$ cat src/rtl/delivery_game_v2.sv
// delivery_game_v2: delivery game core. Scrolling obstacle/objective map, lane-based player,
// lives, score and a velocity-controlled scroll rate, sequenced by one control FSM.
//
// Optional feature: define DELIVERY_LIVES_EN to enable the lives counter. Without it, the first
// obstacle hit ends the game and vidas is tied to 0.
//
// Ports:
//   clock              in   system clock, rising edge
//   reset              in   synchronous, active-low
//   jogar              in   start/restart request (level)
//   botoes[1:0]        in   [0]=left, [1]=right, rising-edge detected
//   velocidade         in   scroll velocity, larger is faster
//   velocidade_valid   in   one-cycle strobe latching velocidade
//   estado             out  FSM state code
//   pontuacao          out  score
//   vidas              out  remaining lives
//   pronto             out  high while in GAME_OVER
//   vitoria            out  game ended by reaching the maximum score
//   db_player_position out  player lane
//   db_map_obstacle    out  obstacle bitmap, bit r*LANES+l = row r, lane l
//   db_map_objective   out  objective bitmap, same packing
module delivery_game_v2 #(
  parameter int unsigned LANES     = 4,
  parameter int unsigned ROWS      = 16,
  parameter int unsigned SCORE_W   = 3,
  parameter int unsigned LIVES     = 3,
  parameter int unsigned VEL_W     = 4,
  parameter int unsigned TICK_UNIT = 1000
) (
  input  logic                    clock,
  input  logic                    reset,
  input  logic                    jogar,
  input  logic [1:0]              botoes,
  input  logic [VEL_W-1:0]        velocidade,
  input  logic                    velocidade_valid,
  output logic [3:0]              estado,
  output logic [SCORE_W-1:0]      pontuacao,
  output logic [3:0]              vidas,
  output logic                    pronto,
  output logic                    vitoria,
  output logic [3:0]              db_player_position,
  output logic [ROWS*LANES-1:0]   db_map_obstacle,
  output logic [ROWS*LANES-1:0]   db_map_objective
);

  localparam int unsigned LB        = (LANES > 1) ? $clog2(LANES) : 1;
  localparam int unsigned MapW      = ROWS * LANES;
  localparam int unsigned PeriodMax = (2 ** VEL_W) * TICK_UNIT;
  localparam int unsigned CntW      = $clog2(PeriodMax + 1);

  localparam logic [3:0]         MidLane  = 4'(LANES / 2);
  localparam logic [3:0]         LastLane = 4'(LANES - 1);
  localparam logic [SCORE_W-1:0] ScoreMax = '1;
  localparam logic [LANES-1:0]   LaneOne  = LANES'(1);

  if (LANES < 2 || LANES > 16 || LIVES < 1 || LIVES > 15 || ROWS < 2) begin : g_bad_params
    $error("delivery_game_v2: parameter out of range");
  end

  typedef enum logic [3:0] {
    StIdle     = 4'd0,
    StInit     = 4'd1,
    StPlay     = 4'd2,
    StScroll   = 4'd3,
    StCheck    = 4'd4,
    StGameOver = 4'd5
  } state_e;

  state_e             state_q, state_d;
  logic [SCORE_W-1:0] score_q, score_d;
  logic [3:0]         pos_q, pos_d;
  logic [MapW-1:0]    obs_q, obs_d;
  logic [MapW-1:0]    obj_q, obj_d;
  logic [CntW-1:0]    tick_q, tick_d;
  logic [VEL_W-1:0]   vel_q, vel_d;
  logic [15:0]        lfsr_q, lfsr_d;
  logic               vit_q, vit_d;
  logic [1:0]         btn_q;
`ifdef DELIVERY_LIVES_EN
  logic [3:0]         lives_q, lives_d;
`endif

  logic [1:0]         btn_rise;
  logic [CntW-1:0]    period;
  logic [LB-1:0]      obs_lane, obj_lane;
  logic               obs_ok, obj_ok;
  logic [LANES-1:0]   gen_obs, gen_obj, pos_oh;
  logic               hit, got;
  logic [SCORE_W-1:0] score_inc;

  assign btn_rise  = botoes & ~btn_q;
  assign period    = CntW'(((2 ** VEL_W) - 32'(vel_q)) * TICK_UNIT);

  // New top row decoded from the current LFSR value; lanes past LANES-1 mean "none".
  assign obs_lane  = lfsr_q[LB-1:0];
  assign obj_lane  = lfsr_q[8+LB-1:8];
  assign obs_ok    = 32'(obs_lane) < LANES;
  assign obj_ok    = (32'(obj_lane) < LANES) && (obj_lane != obs_lane);
  assign gen_obs   = obs_ok ? (LaneOne << obs_lane) : '0;
  assign gen_obj   = obj_ok ? (LaneOne << obj_lane) : '0;

  assign pos_oh    = LaneOne << pos_q;
  assign hit       = |(obs_q[LANES-1:0] & pos_oh);
  assign got       = |(obj_q[LANES-1:0] & pos_oh);
  assign score_inc = score_q + 1'b1;

  always_comb begin
    state_d = state_q;
    score_d = score_q;
    pos_d   = pos_q;
    obs_d   = obs_q;
    obj_d   = obj_q;
    tick_d  = tick_q;
    lfsr_d  = lfsr_q;
    vit_d   = vit_q;
`ifdef DELIVERY_LIVES_EN
    lives_d = lives_q;
`endif
    vel_d   = velocidade_valid ? velocidade : vel_q;

    unique case (state_q)
      StIdle: begin
        if (jogar) state_d = StInit;
      end
      StInit: begin
        obs_d   = '0;
        obj_d   = '0;
        score_d = '0;
`ifdef DELIVERY_LIVES_EN
        lives_d = 4'(LIVES);
`endif
        pos_d   = MidLane;
        vit_d   = 1'b0;
        tick_d  = period;
        state_d = StPlay;
      end
      StPlay: begin
        tick_d = tick_q - 1'b1;
        if (btn_rise == 2'b01 && pos_q != 4'd0) begin
          pos_d = pos_q - 1'b1;
        end else if (btn_rise == 2'b10 && pos_q != LastLane) begin
          pos_d = pos_q + 1'b1;
        end
        if (tick_q == CntW'(1)) state_d = StScroll;
      end
      StScroll: begin
        obs_d   = {gen_obs, obs_q[MapW-1:LANES]};
        obj_d   = {gen_obj, obj_q[MapW-1:LANES]};
        // Fibonacci LFSR, taps 16,14,13,11 (right-shifting form).
        lfsr_d  = {lfsr_q[0] ^ lfsr_q[2] ^ lfsr_q[3] ^ lfsr_q[5], lfsr_q[15:1]};
        state_d = StCheck;
      end
      StCheck: begin
        state_d = StPlay;
        tick_d  = period;
        if (hit) begin
          obs_d[LANES-1:0] = obs_q[LANES-1:0] & ~pos_oh;
`ifdef DELIVERY_LIVES_EN
          lives_d = (lives_q != 4'd0) ? lives_q - 1'b1 : 4'd0;
          if (lives_q <= 4'd1) begin
            state_d = StGameOver;
            vit_d   = 1'b0;
          end
`else
          state_d = StGameOver;
          vit_d   = 1'b0;
`endif
        end else if (got) begin
          obj_d[LANES-1:0] = obj_q[LANES-1:0] & ~pos_oh;
          score_d          = score_inc;
          if (score_inc == ScoreMax) begin
            state_d = StGameOver;
            vit_d   = 1'b1;
          end
        end
      end
      StGameOver: begin
        if (jogar) state_d = StInit;
      end
      default: state_d = StIdle;
    endcase
  end

  always_ff @(posedge clock) begin
    if (!reset) begin
      state_q <= StIdle;
      score_q <= '0;
      pos_q   <= '0;
      obs_q   <= '0;
      obj_q   <= '0;
      tick_q  <= '0;
      vel_q   <= '0;
      lfsr_q  <= 16'hACE1;
      vit_q   <= 1'b0;
      btn_q   <= '0;
`ifdef DELIVERY_LIVES_EN
      lives_q <= '0;
`endif
    end else begin
      state_q <= state_d;
      score_q <= score_d;
      pos_q   <= pos_d;
      obs_q   <= obs_d;
      obj_q   <= obj_d;
      tick_q  <= tick_d;
      vel_q   <= vel_d;
      lfsr_q  <= lfsr_d;
      vit_q   <= vit_d;
      btn_q   <= botoes;
`ifdef DELIVERY_LIVES_EN
      lives_q <= lives_d;
`endif
    end
  end

  assign estado             = state_q;
  assign pontuacao          = score_q;
`ifdef DELIVERY_LIVES_EN
  assign vidas              = lives_q;
`else
  assign vidas              = 4'd0;
`endif
  assign pronto             = (state_q == StGameOver);
  assign vitoria            = vit_q;
  assign db_player_position = pos_q;
  assign db_map_obstacle    = obs_q;
  assign db_map_objective   = obj_q;

endmodule

$ cat config.mk
export PLATFORM = sky130hd
export DESIGN_NAME = delivery_game_v2
export DESIGN_NICKNAME = d
export VERILOG_FILES = /design/src/rtl/delivery_game_v2.sv
export SDC_FILE = /design/constraint.sdc
export NUM_CORES = 1
export LEC_CHECK = 0
export CORE_ASPECT_RATIO = 0.7
export CORE_MARGIN = 2
export CORE_UTILIZATION = 55
export DETAILED_ROUTE_END_ITERATION = 8
export PLACE_DENSITY = 0.84
export SYNTH_ARGS = -nofsm -noshare
export SYNTH_HDL_FRONTEND = slang
export SYNTH_SLANG_ARGS = --single-unit
$ cat constraint.sdc
create_clock -name clock -period 8.15 [get_ports clock]
set_input_delay 1.2225 -clock clock [delete_from_list [all_inputs] [get_ports clock]]
set_output_delay 1.2225 -clock clock [all_outputs]
set_load 0.02 [all_outputs]
# Word level (Yosys, flattened, before mapping)
# Index checks and enable logic that the tools add are counted.
dict set report classes {
  n_addsub 5
  n_mul 1
  n_eq_ne 19
  n_shift 3
  muxes 25
  n_bitwise 10
  reduce_logical 19
}
# operator count
set ops {}
lappend ops {{$pmux 60 s2} 2}
lappend ops {{$mul 32x7->11 const B} 1}
lappend ops {{$mux 4} 8}
lappend ops {{$pmux 14 s2} 1}
lappend ops {{$pmux 4 s3} 2}
lappend ops {{$pmux 4 s5} 1}
lappend ops {{$and 4x4->4} 4}
lappend ops {{$mux 3} 5}
lappend ops {{$eq 14x1->1 const B} 1}
lappend ops {{$sub 14x1->14 const B} 1}
lappend ops {{$ne 3x3->1 const B} 3}
lappend ops {{$reduce_and 3->1} 3}
lappend ops {{$eq 4x2->1 const B} 2}
lappend ops {{$eq 4x3->1 const B} 2}
lappend ops {{$ne 2x2->1 const B} 4}
lappend ops {{$pmux 4 s2} 1}
lappend ops {{$reduce_bool 2->1} 4}
lappend ops {{$reduce_or 4->1} 2}
lappend ops {{$shl 1x2->4 const A} 2}
lappend ops {{$pmux 3 s2} 1}
lappend ops {{$reduce_and 2->1} 3}
lappend ops {{$sub 5x4->6 const A} 1}
lappend ops {{$add 4x1->4 const B} 1}
lappend ops {{$eq 4x1->1 const B} 1}
lappend ops {{other kinds (20)} 26}
dict set report word_totals {
  register_bits 176
  inputBits 10
  output_inout_bits 145
  word_cells 94
}

# Depth between registers and ports, before layout
dict set report depth {
  ltp_word 7
  ltp_mapped 16
  mapped_depth_nobuf 15
}

# Least setup slack after synthesis
# No wires, ideal clock.
dict set report synth_timing {
  path_type {reg-to-reg}
  startpoint {register vel_q[0]}
  endpoint {register tick_q[12]}
  setup_time_ns 0.125
  arrival_time_ns 4.134
  required_ns 8.025
  slack_ns 3.890
  stages_incl_launch_ff 16
  n_path_buf 1
  period_less_slack_ns 4.260
  cell_sequence {dfxtp_1 -> clkbuf_1 -> nor3_1 -> xnor2_1 -> inv_1 -> ha_1 -> fa_1 -> inv_1 -> fa_1 -> ha_1 -> ha_1 -> o21a_1 -> o31a_1 -> o21ai_0 -> nor4b_1 -> nor3_1}
}
dict set report synth_via {
  elab_chain_len 3
}
# item line
set synth_lines {}
lappend synth_lines {{start: declaration} 75} ;# logic [VEL_W-1:0] vel_q, vel_d;
lappend synth_lines {{start signal: assignment} 206} ;# vel_q <= vel_d;
lappend synth_lines {{$sub 5x4->6} 92} ;# assign period = CntW'(((2 ** VEL_W) - 32'(vel_q)) * TICK_UNIT);
lappend synth_lines {{$mul 32x7->11} 92}
lappend synth_lines {{$pmux 14 s2} 121} ;# unique case (state_q)
lappend synth_lines {{end signal: assignment} 205} ;# tick_q <= tick_d;
lappend synth_lines {{end: declaration} 74} ;# logic [CntW-1:0] tick_q, tick_d;
# No other way between the ends.
# A chain may end at the register's enable or synchronous reset.

# Worst setup path after layout
# Same ends and word-level chain as after synthesis.

==> results.sh <==
export IMPL_status="finished, final reports clean"
export IMPL_drive_above_1_share_pct=4.44
export IMPL_track_usage_pct=25.8
export IMPL_whs_ns=0.460
export IMPL_synth_seq_cells=175
export IMPL_finalPower_mw=2.38
export IMPL_diodes=0
export IMPL_cts_root_buf="clkbuf_16"
export IMPL_cts_buffer_depth=2
export IMPL_core_area_mm2=0.0140
export IMPL_p_leak_nw=3.49
export IMPL_io_pins=155
export IMPL_fp_dieW_um=147
export IMPL_fp_dieArea_mm2=0.0153
export IMPL_synth_edf_count=0
export IMPL_cts_htree_levels=4
export IMPL_fp_row_count=36
export IMPL_cp_max_fo=9
export IMPL_dr_pass1_iters=5
export IMPL_grt_max_degree=112
export IMPL_clock_skew_ns=0.0109
export IMPL_hold_viol_final=0
export IMPL_yosysUniqueCellTypes=59
export IMPL_min_path_type="register to register"
export IMPL_fp_dieH_um=104
export IMPL_clock_sinks=175
export IMPL_grt_pass1_vias=6325
export IMPL_synthCells=969
export IMPL_rsz0062_at_grt="no"
export IMPL_antenna_found_initial=0
export IMPL_drv_cap=0
export IMPL_fin_crit_ns=4.58
export IMPL_drv_slew=0
export IMPL_wl_per_cell_um=15.8
export IMPL_power_density_mw_per_mm2=240
export IMPL_port_buffers=149
export IMPL_area_growth_pct=26.3
export IMPL_postCtsSetupBuffers=0
export IMPL_period_share_pct=56.2
export IMPL_tightest_slew_ns=1.14
export IMPL_vias=7168
export IMPL_crit_required_ns=8.45
export IMPL_wl_met2_mm=8.76
export IMPL_viasPerCell=5.64
export IMPL_slew_headroom_pct=23.7
export IMPL_cts_resized=0
export IMPL_syn_area_mm2=0.00787
export IMPL_start_kind="register"
export IMPL_crit_path_end_kind="register"
export IMPL_critPathKind="register to register"
export IMPL_arrival_ns=4.88
export IMPL_fin_tns_setup_ns=0
export IMPL_ant_nets=0
export IMPL_hpwl_mm=13.2
export IMPL_postLayoutCellArea_mm2=0.00994
export IMPL_yosysSeqAreaShare_pct=44.5
export IMPL_syn_area_per_cell_um2=8.12
export IMPL_wl_met1_mm=9.23
export IMPL_overflow=0
export IMPL_wl_met3_mm=1.86
export IMPL_ys_warn_count=0
export IMPL_ir_worst_vdd_uv=165
export IMPL_gp_congestion=0.856
export IMPL_start_util_pct=56.4
export IMPL_utilization_pct=71.2
export IMPL_cts_tree="built"
export IMPL_worstSkewPairLatency_ns=0.42
export IMPL_finalWirelength_mm=20.0
export IMPL_top_layer="met4"
export IMPL_clk_pin_slew_ns=0.07
export IMPL_cts_buffers=17
export IMPL_drc=0
export IMPL_drt_iter0_markers=538
export IMPL_grt_pass1_wl_mm=32.4
export IMPL_fmax_mhz=218
export IMPL_setup_viol=0
export IMPL_fin_nets=1119
export IMPL_postCtsHoldBufs=0
export IMPL_ys_async_sr_fraction_pct=0
export IMPL_placed_cell_area_mm2=0.00935
export IMPL_ys_flop_type="dfxtp_1"
-- stage by stage --
step | setup WS [ns] | instances
after floorplan | 3.89 | 973
after global placement | 3.69 | 1238
after detailed placement | 3.61 | 1238
after CTS | 3.57 | 1270
after global routing | 3.23 | 1270
final | 3.57 | 1270
-- cell type report --
| class | count | area (µm²) |
|---|---|---|
| clock buffer | 18 | 439 |
| clock inverter | 14 | 148 |
| fill | 1074 | 4020 |
| inverter | 21 | 81.3 |
| multi-input combinational | 698 | 4000 |
| sequential | 175 | 3510 |
| tap | 190 | 238 |
| timing repair buffer | 154 | 1530 |
-- report_power, final --
| part | internal (mW) | total (mW) | switching [mW] |
|---|---|---|---|
| combinational | 0.240 | 0.639 | 0.399 |
| clock | 0.417 | 0.792 | 0.375 |
| sequential | 0.890 | 0.953 | 0.0628 |
| total | 1.55 | 2.38 | 0.836 |
-- cell families after synthesis --
logic type               share of synthesized area, %
AO/OA/AOI/OAI                                    16.3
XOR/XNOR                                         2.67
adder cells (fa/ha/maj)                          7.66
buffers and inverters                            5.09
flip-flops                                       44.5
multiplexers                                     1.41
other                                          0.0476
AND/OR/NAND/NOR                                  22.3
-- state kept, by name, summed over array words and instances (netlist names) --
register            cells
db_player_position      4
db_map_obstacle        64
pontuacao               3
vel_q                   4
vitoria                 1
lfsr_q                 16
tick_q                 14
btn_q                   2
db_map_objective       64
estado                  3
-- critical path, stage by stage, from the launching register on --
cell	delay (ns)
dfxtp_1	0.52
nor3_1	0.12
xnor2_1	0.65
inv_1	0.19
ha_1	0.38
fa_1	0.55
inv_1	0.06
fa_1	0.46
ha_1	0.31
ha_1	0.34
o21a_1	0.19
o31a_1	0.11
o21ai_0	0.22
nor4b_1	0.30
nor3_1	0.08
-- cell usage in the layout, fill, tap and decap left out, types with 3 or more instances in the layout --
master	count
fa_1	9
nor2_1	39
a21o_1	6
a211oi_1	7
nand3_1	121
o21a_1	3
nor3_1	17
conb_1	5
a32oi_1	4
dfxtp_1	174
nand3b_1	3
clkinv_4	6
buf_4	5
inv_1	19
and3_1	3
xor2_1	8
o311ai_0	3
and2_1	3
nor3b_1	5
nor4_1	4
inv_8	4
a21oi_1	158
xnor2_1	16
o21ai_0	30
clkbuf_16	17
nor2b_1	4
mux2i_1	10
or3_1	6
clkdlybuf4s50_1	149
nand2_1	164
ha_1	33
-- worst paths after layout --
kind | start | endpoint | slack [ns] | depth (start not counted)
worst max register to register | vel_q[0]$_SDFFE_PN0P_ | tick_q[12]$_SDFFE_PN0P_ | 3.57 | 14
worst min-delay path | lfsr_q[14]$_SDFFE_PN0P_ | lfsr_q[14]$_SDFFE_PN0P_ | 0.46 | 2
worst max-delay path | vel_q[0]$_SDFFE_PN0P_ | tick_q[12]$_SDFFE_PN0P_ | 3.57 | 14
worst min register to register | lfsr_q[14]$_SDFFE_PN0P_ | lfsr_q[14]$_SDFFE_PN0P_ | 0.46 | 2
-- per-layer routing --
metal  up-vias  GRT usage, %
li1       3537             -
met1      3346          36.7
met2       268          38.7
met3        17          7.28
met4         0          6.39
met5         -             0
-- Yosys cell counts, drive strengths merged (2+ instances only) --
library cell	instances	share of area, %
a2111oi	3	0.43
a211oi	7	0.67
a21o	6	0.57
a21oi	158	10
a22oi	2	0.19
a31oi	2	0.16
a32oi	4	0.45
and2	3	0.24
and3	3	0.24
buf	21	1.3
clkbuf	58	2.8
dfxtp	175	45
fa	9	2.3
ha	33	5.2
inv	21	1.0
mux2i	10	1.3
nand2	164	7.8
nand2b	3	0.24
nand3	121	7.7
nand3b	3	0.29
nor2	40	1.9
nor2b	5	0.40
nor3	18	1.2
nor3b	5	0.48
nor4	4	0.32
o21a	3	0.29
o21ai	32	2.0
o22ai	2	0.16
o311ai	3	0.33
o31a	2	0.22
or3	7	0.62
or3b	2	0.22
xnor2	16	1.8
xor2	8	0.89
(Power assumes the default switching activity.)
